==> src/rtl/lock_input_debounce_if.sv <==
// Signal bundle between the raw lock front panel (switches, buttons) and the
// conditioning block: raw inputs in, debounced levels, press pulses and key snapshot out.
interface lock_input_debounce_if;
  logic       Key1;
  logic       Key2;
  logic       Key3;
  logic       Key4;
  logic       Button1;
  logic       Button2;
  logic [3:0] Key_Db;
  logic       Button1_Db;
  logic       Button2_Db;
  logic       Press1;
  logic       Press2;
  logic [3:0] Key_Snap;

  modport master (
    output Key1, Key2, Key3, Key4, Button1, Button2,
    input  Key_Db, Button1_Db, Button2_Db, Press1, Press2, Key_Snap
  );

  modport slave (
    input  Key1, Key2, Key3, Key4, Button1, Button2,
    output Key_Db, Button1_Db, Button2_Db, Press1, Press2, Key_Snap
  );
endinterface

==> src/rtl/lock_input_debounce.sv <==
// Input conditioning for the combination lock: synchronizes and debounces the two
// active-low buttons, emits one pulse per press and snapshots the switch vector.
// Define KEY_DEBOUNCE_EN to debounce the four switches as well (else sync only).
module lock_input_debounce #(
  parameter int DEB_CNT = 50000
) (
  input logic                  Clk,
  input logic                  Rst,
  lock_input_debounce_if.slave bus
);

`ifdef KEY_DEBOUNCE_EN
  localparam int NCH = 6;
  localparam logic [NCH-1:0] CH_RST = 6'b000011;
`else
  localparam int NCH = 2;
  localparam logic [NCH-1:0] CH_RST = 2'b11;
`endif

  localparam logic [15:0] CNT_MAX = 16'(DEB_CNT - 1);

  function automatic logic [15:0] cnt_sat_inc(input logic [15:0] c);
    return (c >= CNT_MAX) ? CNT_MAX : c + 16'd1;
  endfunction

  logic [3:0]     key_raw;
  logic [1:0]     btn_raw;
  logic [3:0]     key_p0, key_p1;
  logic [1:0]     btn_p0, btn_p1;
  logic [NCH-1:0] ch_sync;
  logic [NCH-1:0] ch_db, ch_db_nxt, ch_fire;
  logic [15:0]    ch_cnt     [NCH];
  logic [15:0]    ch_cnt_nxt [NCH];
  logic [1:0]     press_nxt, press_q;
  logic [3:0]     key_db, key_snap;

  assign key_raw = {bus.Key1, bus.Key2, bus.Key3, bus.Key4};
  assign btn_raw = {bus.Button2, bus.Button1};

  // Stage p0/p1: two-flop synchronizers; buttons idle high, switches idle low
  always_ff @(posedge Clk) begin
    if (Rst) begin
      key_p0 <= 4'b0000;
      key_p1 <= 4'b0000;
      btn_p0 <= 2'b11;
      btn_p1 <= 2'b11;
    end else begin
      key_p0 <= key_raw;
      key_p1 <= key_p0;
      btn_p0 <= btn_raw;
      btn_p1 <= btn_p0;
    end
  end

`ifdef KEY_DEBOUNCE_EN
  assign ch_sync = {key_p1, btn_p1};
  assign key_db  = ch_db[5:2];
`else
  assign ch_sync = btn_p1;
  assign key_db  = key_p1;
`endif

  // Debounce: level flips after DEB_CNT consecutive differing samples
  always_comb begin
    ch_db_nxt = ch_db;
    ch_fire   = '0;
    for (int i = 0; i < NCH; i++) begin
      ch_cnt_nxt[i] = 16'd0;
      if (ch_sync[i] != ch_db[i]) begin
        if (ch_cnt[i] >= CNT_MAX) begin
          ch_fire[i]   = 1'b1;
          ch_db_nxt[i] = ch_sync[i];
        end else begin
          ch_cnt_nxt[i] = cnt_sat_inc(ch_cnt[i]);
        end
      end
    end
    // Only a 1->0 flip of an active-low button counts as a press
    press_nxt = ch_fire[1:0] & ch_db[1:0];
  end

  always_ff @(posedge Clk) begin
    if (Rst) begin
      ch_db    <= CH_RST;
      press_q  <= 2'b00;
      key_snap <= 4'b0000;
      for (int i = 0; i < NCH; i++) ch_cnt[i] <= 16'd0;
    end else begin
      ch_db   <= ch_db_nxt;
      press_q <= press_nxt;
      for (int i = 0; i < NCH; i++) ch_cnt[i] <= ch_cnt_nxt[i];
      if (|press_nxt) key_snap <= key_db;
    end
  end

  assign bus.Key_Db     = key_db;
  assign bus.Button1_Db = ch_db[0];
  assign bus.Button2_Db = ch_db[1];
  assign bus.Press1     = press_q[0];
  assign bus.Press2     = press_q[1];
  assign bus.Key_Snap   = key_snap;

endmodule

==> src/flat_wrapper.sv <==
// flat-port wrapper written by rule: the top's interface ports become plain ports
module lock_input_debounce_flat 
#(
  parameter int DEB_CNT = 50000
)
  (Clk, Rst, bus_Key1, bus_Key2, bus_Key3, bus_Key4, bus_Button1, bus_Button2, bus_Key_Db, bus_Button1_Db, bus_Button2_Db, bus_Press1, bus_Press2, bus_Key_Snap);
  lock_input_debounce_if bus_i ();
  input logic Clk;
  input logic Rst;
  input wire logic [$bits(bus_i.Key1)-1:0] bus_Key1;
  input wire logic [$bits(bus_i.Key2)-1:0] bus_Key2;
  input wire logic [$bits(bus_i.Key3)-1:0] bus_Key3;
  input wire logic [$bits(bus_i.Key4)-1:0] bus_Key4;
  input wire logic [$bits(bus_i.Button1)-1:0] bus_Button1;
  input wire logic [$bits(bus_i.Button2)-1:0] bus_Button2;
  output wire logic [$bits(bus_i.Key_Db)-1:0] bus_Key_Db;
  output wire logic [$bits(bus_i.Button1_Db)-1:0] bus_Button1_Db;
  output wire logic [$bits(bus_i.Button2_Db)-1:0] bus_Button2_Db;
  output wire logic [$bits(bus_i.Press1)-1:0] bus_Press1;
  output wire logic [$bits(bus_i.Press2)-1:0] bus_Press2;
  output wire logic [$bits(bus_i.Key_Snap)-1:0] bus_Key_Snap;
  assign bus_i.Key1 = bus_Key1;
  assign bus_i.Key2 = bus_Key2;
  assign bus_i.Key3 = bus_Key3;
  assign bus_i.Key4 = bus_Key4;
  assign bus_i.Button1 = bus_Button1;
  assign bus_i.Button2 = bus_Button2;
  assign bus_Key_Db = bus_i.Key_Db;
  assign bus_Button1_Db = bus_i.Button1_Db;
  assign bus_Button2_Db = bus_i.Button2_Db;
  assign bus_Press1 = bus_i.Press1;
  assign bus_Press2 = bus_i.Press2;
  assign bus_Key_Snap = bus_i.Key_Snap;
  lock_input_debounce #(.DEB_CNT(DEB_CNT)) u_core (.Clk(Clk), .Rst(Rst), .bus(bus_i));
endmodule
==> config.mk <==
export PLATFORM = sky130hd
export DESIGN_NAME = lock_input_debounce_flat
export DESIGN_NICKNAME = d
export VERILOG_FILES = /design/src/rtl/lock_input_debounce_if.sv /design/src/rtl/lock_input_debounce.sv /design/src/flat_wrapper.sv
export SDC_FILE = /design/constraint.sdc
export NUM_CORES = 1
export LEC_CHECK = 0
export CORE_ASPECT_RATIO = 0.5
export CORE_UTILIZATION = 52
export DETAILED_ROUTE_END_ITERATION = 6
export HOLD_SLACK_MARGIN = 0.1
export PLACE_DENSITY = 0.74
export SLEW_MARGIN = 10
export SYNTH_ARGS = -nofsm -noshare
export SYNTH_HDL_FRONTEND = slang
export SYNTH_SLANG_ARGS = --single-unit
==> constraint.sdc <==
create_clock -name Clk -period 5.25 [get_ports Clk]
set_input_delay 1.05 -clock Clk [delete_from_list [all_inputs] [get_ports Clk]]
set_output_delay 1.05 -clock Clk [all_outputs]
set_load 0.02 [all_outputs]
==> summary.md, run 1 <==
| Metric | Value |
|---|---|
| Status | finished, final reports clean |
| Residual DRC count | 0 |
| Post-synthesis cell count | 216 |
| Clock latency on the worst-skew pair | 0.29 ns |
| First drt pass iteration count | 4 |
| Setup Fix Bufs, Post-CTS | 0 |
| First-pass GRT wire length | 5.319 mm |
| Clk slew on worst S/H paths | 0.08 ns |
| Clock tree buffer depth | 2 |
| Max Freq | 0.3906 GHz |
| CP top delay family | simple AND/OR/NAND/NOR gates |
| Worst setup EP type | flop |
| Buf/Inv on CP | 1 |
| Mapped cell area | 0.002058 sq mm |
| Slowest stage delay, CP | 0.79 ns |
| # hold bufs at CTS | 0 |
| Critical Path RT | 5.48 ns |
| Register bit total from synthesis | 52 |
| Relative slew slack | 50.45% |
| Leakage | 0.0008531 uW |
| Vias | 1413 |
| GR Overflow Total | 0 |
| IO buf count | 19 |
| Hold crit path type | flop to flop |
| Area of the multi-input gates | 948.4 sq um |
| Final setup viols | 0 |
| # resized after CTS | 0 |
| H-tree levels | 2 |
| R2R Setup Slk | 3.19 ns |
| Antenna diodes | 0 |
| Actual slew at the worst max-slew pin | 0.7409 ns |
| Routed WL | 3.237 mm |
| Layout Nets | 245 |
| DR iter-0 viols | 31 |
| Crit path DAT | 2.79 ns |
| All-Layer GR Usage | 16.54% |
| Setup_tns | 0 ns |
| Area Overhead vs Synth | 13.68% |
| R2R Path Start | u_core.ch_cnt[0][0] |
| Vias in the first global route | 1280 |
| Register area share after synthesis | 50.58% |
| DP HPWL | 2.262 mm |
| RSZ-0062 raised after global routing | false |
| Crit start category | primary input |
| Die H | 46.49 um |
| Fillers | 308 |
| Vias per cell | 4.941 |
| Minimum clock period after layout | 2.560 ns |
| Antenna violations before repair | 0 |
| Ys Warns | 0 |
| Worst hold path startpoint | u_core.btn_p0[0] |
| Max-slew violations | 0 |
| Largest net degree at the start of global routing | 29 |
| Placer Congestion | 0.7590 |
| Worst flop-to-flop path endpoint | u_core.ch_cnt[0][11] |
| Core area | 0.003603 sq mm |
| Critical Path Fanout Max | 28 |
| CTS sink count | 52 |
| Drt wl/cell | 11.32 um |
| Post-DRT Antenna Nets | 0 |
| Crit-path slowest cell | clkdlybuf4s50_1 |
| Die Wd | 90.98 um |
| Io pins | 20 |
| Clock Tree Root | clkbuf_8 |
| CP Class | primary input to flop |
| Reg2reg path depth | 6 |
| VDD IR-drop max | 0.1602 mV |
| Max-Cap Viols | 0 |
| Initial Util | 57.12% |
| Synthesized Nets | 226 |
| Setup Skew | 0.004197 ns |
| Cell Rows | 15 |
| CP cell instances | clkdlybuf4s50_1, or3_1, nor2_1 |
| Pwr dens | 269.9 mW/mm^2 |
| Die area | 0.004229 sq mm |
| Cell variety after synth | 30 |
| Layout cells sized above 1 | 5.957% |
| Sequential cell area | 0.001041 sq mm |
| Final Cycle Share | 48.76% |
| Min Hold Slack | 0.4204 ns |
| Worst hold path depth | 1 |
| WHS Endpoint | u_core.btn_p1[0] |
| Number of CTS-inserted buffers | 5 |
| Final Hold Viols | 0 |
| CTS tree | yes |
| Avg Cell Area, Syn | 9.529 sq um |
-- layout by cell type, fill, tap and decap left out, drive strengths merged, types with 6 or more instances in the layout --
| cell type | count |
|---|---|
| nor2b | 9 |
| clkdlybuf4s50 | 19 |
| and3 | 6 |
| xor2 | 12 |
| dfxtp | 52 |
| nor2 | 41 |
| nand2 | 13 |
| nand2b | 8 |
| nand4 | 6 |
| clkbuf | 6 |
| xnor2 | 16 |
-- synth_stat cells, drive strengths merged --
cell | n | area, sq um
and3 | 6 | 47.54
inv | 5 | 18.77
and2 | 1 | 6.260
and4 | 3 | 26.28
a31oi | 1 | 6.260
clkbuf | 3 | 11.26
nand2 | 13 | 48.80
dfxtp | 52 | 1041
nand4 | 6 | 37.54
xnor2 | 16 | 140.1
buf | 4 | 38.78
and3b | 1 | 8.760
or3 | 2 | 12.51
nand3 | 5 | 25.02
a32oi | 1 | 8.760
nor2 | 41 | 153.9
o41ai | 2 | 32.53
a21oi | 5 | 25.02
or2 | 4 | 25.02
nor3 | 5 | 25.02
ha | 2 | 25.02
nor2b | 9 | 56.30
nor4bb | 1 | 10.01
xor2 | 12 | 105.1
mux2i | 4 | 40.04
nand2b | 8 | 50.05
nor4 | 2 | 12.51
o211a | 2 | 20.02
-- where the power goes --
group	internal (uW)	leakage (uW)	switching [uW]	total [uW]
combinational	11.0	0.000390	8.23	19.2
clock	90.9	0.0000410	121	211
sequential	399	0.000422	2.04	401
-- layout make-up --
| type | instances | share of cell area, % |
|---|---|---|
| repair buffers | 19 | 8.128 |
| flip-flops and latches | 52 | 44.49 |
| well taps | 51 | 2.727 |
| clock buffers | 6 | 3.102 |
| clock inverters | 1 | 0.2139 |
| multi-input cells | 152 | 40.53 |
| inverters | 5 | 0.8021 |
-- worst register-to-register path: stages, from the launching register on --
cell     delay, ns
dfxtp_1       0.34
ha_1          0.23
and3_4        0.21
o41ai_2       0.23
a21oi_1       0.20
or3_1         0.62
nor2_1        0.18
-- worst max path at each step --
stage	start	end	slack [ns]	depth (start not counted)
2_1_floorplan	Rst	u_core.ch_cnt[0][10]	3.28	5
3_3_place_gp	Rst	u_core.ch_cnt[0][3]	2.38	3
3_5_place_dp	Rst	u_core.ch_cnt[0][3]	2.34	3
4_1_cts	Rst	u_core.ch_cnt[0][3]	2.65	3
5_1_grt	Rst	u_core.ch_cnt[0][2]	2.50	3
6_report	Rst	u_core.ch_cnt[0][11]	2.69	3
-- state kept, by name (all words and copies together), names as in the netlist --
name	cells
u_core.btn_p0	2
u_core.press_q	2
u_core.bus.Key_Db	4
u_core.ch_cnt	32
u_core.bus.Key_Snap	4
u_core.ch_db	2
u_core.key_p0	4
u_core.btn_p1	2
-- metrics by stage --
stage / area [sq um] / cells / total power (uW) / setup WS, ns / util [%]
floorplan: 2058 / 216 / 422.0 / 3.281 / -
global placement: 2262 / 279 / 429.2 / 2.381 / 62.78
detailed placement: 2262 / 279 / 429.8 / 2.336 / 62.78
CTS: 2340 / 286 / 639.2 / 2.651 / 64.93
global route: 2340 / 286 / 653.2 / 2.495 / 64.93
finish: 2340 / 286 / 631.5 / 2.690 / 64.93
-- routing by layer --
metal | vias to the layer above | GRT usage, % | wire length [um]
met5 | - | 0 | 0
met4 | 0 | 6.667 | 38
met3 | 5 | 5.446 | 97
met2 | 8 | 32.42 | 1629
met1 | 652 | 17.27 | 1471
li1 | 748 | - | -
-- kinds of logic (layout without fill, tap and decap cells) --
kind of cell | after synthesis | after routing | share of synthesized area, %
buffers and inverters | 12 | 31 | 3.343
DFF | 52 | 52 | 50.58
xor gates and xnor gates | 28 | 28 | 11.91
AOI/OAI and AO/OA | 11 | 11 | 4.499
adders and majority gates | 2 | 2 | 1.216
and+or+nand+nor | 107 | 107 | 26.50
muxes | 4 | 4 | 1.945
Power figures use the tool's default switching activity.
==> run 2: changes to the inputs <==
CORE_UTILIZATION = 50   (was 52)
clock period = 2.3 ns   (was 5.25 ns; I/O delays follow)
==> summary.md, run 2 (synthesis results as in run 1) <==
| Metric | Value |
|---|---|
| Status | finished, final reports clean (unchanged) |
| Layout cells sized above 1 | 7.563% (was 5.957%) |
| Residual DRC count | 0 (unchanged) |
| Layout Nets | 247 (was 245) |
| Final Hold Viols | 0 (unchanged) |
| Pwr dens | 656.2 mW/mm^2 (was 269.9 mW/mm^2) |
| GR Overflow Total | 0 (unchanged) |
| Commonest non-fill, non-tap cell in the layout | dfxtp_1 (unchanged) |
| Max reg flops | 32 (unchanged) |
| Post-DRT Antenna Nets | 0 (unchanged) |
| R2R Setup Slk | 0.27 ns (was 3.19 ns) |
| DR iter-0 viols | 33 (was 31) |
| H-tree levels | 2 (unchanged) |
| RSZ-0062 raised after global routing | false (unchanged) |
| Die area | 0.004393 sq mm (was 0.004229 sq mm) |
| IO buf count | 19 (unchanged) |
| First drt pass iteration count | 4 (unchanged) |
| # resized after CTS | 0 (unchanged) |
| Antenna diodes | 0 (unchanged) |
| Max-slew violations | 0 (unchanged) |
| Vias | 1430 (was 1413) |
| Max Freq | 0.4928 GHz |
| Clock tree buffer depth | 2 (unchanged) |
| Setup Fix Bufs, Post-CTS | 0 (unchanged) |
| Leakage | 0.0008759 uW (was 0.0008531 uW) |
| All-Layer GR Usage | 15.64% (was 16.54%) |
| Hold crit path type | flop to flop (unchanged) |
| Slowest stage delay, CP | 0.62 ns (was 0.79 ns) |
| Die H | 47.37 um (was 46.49 um) |
| Area Overhead vs Synth | 16.23% (was 13.68%) |
| Final setup viols | 0 (unchanged) |
| VDD IR-drop max | 0.2622 mV (was 0.1602 mV) |
| Worst setup margin | 0.2707 ns (was 2.690 ns) |
| Number of CTS-inserted buffers | 5 (unchanged) |
| Die Wd | 92.74 um (was 90.98 um) |
| Cell Rows | 16 (was 15) |
| Crit-path slowest cell | or3_1 (was clkdlybuf4s50_1) |
| # hold bufs at CTS | 0 (unchanged) |
| Vias in the first global route | 1245 (was 1280) |
| Minimum clock period after layout | 2.029 ns |
| Actual slew at the worst max-slew pin | 0.5852 ns (was 0.7409 ns) |
| Relative slew slack | 60.99% (was 50.45%) |
| Worst setup EP type | flop (unchanged) |
| Fillers | 359 (was 308) |
| Vias per cell | 4.897 (was 4.941) |
| Largest net degree at the start of global routing | 17 (was 29) |
| Crit path DAT | 2.26 ns (was 2.79 ns) |
| CTS tree | yes (unchanged) |
| Core area | 0.003924 sq mm (was 0.003603 sq mm) |
| Placer Congestion | 0.7815 (was 0.7590) |
| Sequential cell area | 0.001041 sq mm (unchanged) |
| Antenna violations before repair | 0 (unchanged) |
| Clk slew on worst S/H paths | 0.09 ns (was 0.08 ns) |
| Max-Cap Viols | 0 (unchanged) |
| CP cell instances | ha_1, and3_4, o41ai_2, a21oi_1, or3_1, nor2_1 (was clkdlybuf4s50_1, or3_1, nor2_1) |
| Critical Path RT | 2.53 ns (was 5.48 ns) |
| Final Util | 60.97% (was 64.93%) |
| Setup Skew | 0.006352 ns (was 0.004197 ns) |
| Design Power | 1570 uW (was 631.5 uW) |
| Area of the multi-input gates | 948.4 sq um (unchanged) |
| Io pins | 20 (unchanged) |
| CP Class | flop to flop (was primary input to flop) |
| Final Cycle Share | 88.23% |
| Clock Tree Root | clkbuf_8 (unchanged) |
| DP HPWL | 2.227 mm (was 2.262 mm) |
| DP Worst Slack | 0.2631 ns (was 2.336 ns) |
| Setup_tns | 0 ns (unchanged) |
| First-pass GRT wire length | 5.106 mm (was 5.319 mm) |
| Routed WL | 3.155 mm (was 3.237 mm) |
| Initial Util | 52.46% (was 57.12%) |
| Drt wl/cell | 10.80 um (was 11.32 um) |
| Most frequent cells in the layout | dfxtp_1, nor2_1, clkdlybuf4s50_1 (unchanged) |
| Largest Register | u_core.ch_cnt (unchanged) |
| Critical Path Fanout Max | 16 (was 28) |
| CTS sink count | 52 (unchanged) |
| Clock latency on the worst-skew pair | 0.30 ns (was 0.29 ns) |
| Crit start category | flop (was primary input) |
-- run 2: cell types whose count changed in the layout (fill, tap and decap cells not counted), sizes merged --
cell,before,now
buf,0,2
bufinv,0,1
clkbuf,6,5
clkinvlp,0,1
-- run 2: path summary, 6_finish.rpt --
path,from,to,cells past startpoint
worst min-delay path,u_core.btn_p0[1],u_core.btn_p1[1],1
worst max-delay path,u_core.ch_cnt[0][0],u_core.ch_cnt[0][10],6
worst max register to register,u_core.ch_cnt[0][0],u_core.ch_cnt[0][10],6
worst min register to register,u_core.btn_p0[1],u_core.btn_p1[1],1
-- run 2: area by class of cell --
type                    instances  area share, %
clock buffers                   5          2.877
flip-flops and latches         52          43.51
multi-input cells             152          39.64
well taps                      54          2.824
clock inverters                 3          1.778
repair buffers                 21          8.577
inverters                       5         0.7845
-- run 2: layer usage --
metal | wire length [um] | GRT usage [%] | up-vias
li1 | - | - | 755
met1 | 1537 | 18.11 | 658
met2 | 1479 | 27.11 | 10
met3 | 87 | 5.340 | 7
met4 | 51 | 8.308 | 0
met5 | 0 | 0 | -
-- run 2: metrics by stage --
step	hold slack [ns]	cells	cell area (sq um)
after floorplan	0.3895	216	2058
after global placement	0.3906	284	2281
after detailed placement	0.3992	284	2281
after CTS	0.4190	292	2392
after global routing	0.4308	292	2392
final	0.4140	292	2392
-- run 2: worst max-delay path: cells and delay by family (launching register included) --
kind                     cells  cell delay [ns]
flip-flops                   1             0.34
adder cells (fa/ha/maj)      1             0.23
AND/OR/NAND/NOR              3             1.00
AO/OA/AOI/OAI                2             0.38
-- run 2: where the power goes --
part           total, uW  switching (uW)  internal, uW
clock network        608             286           322
registers            915            4.52           910
logic               47.0            19.9          27.1
total               1570             310          1260
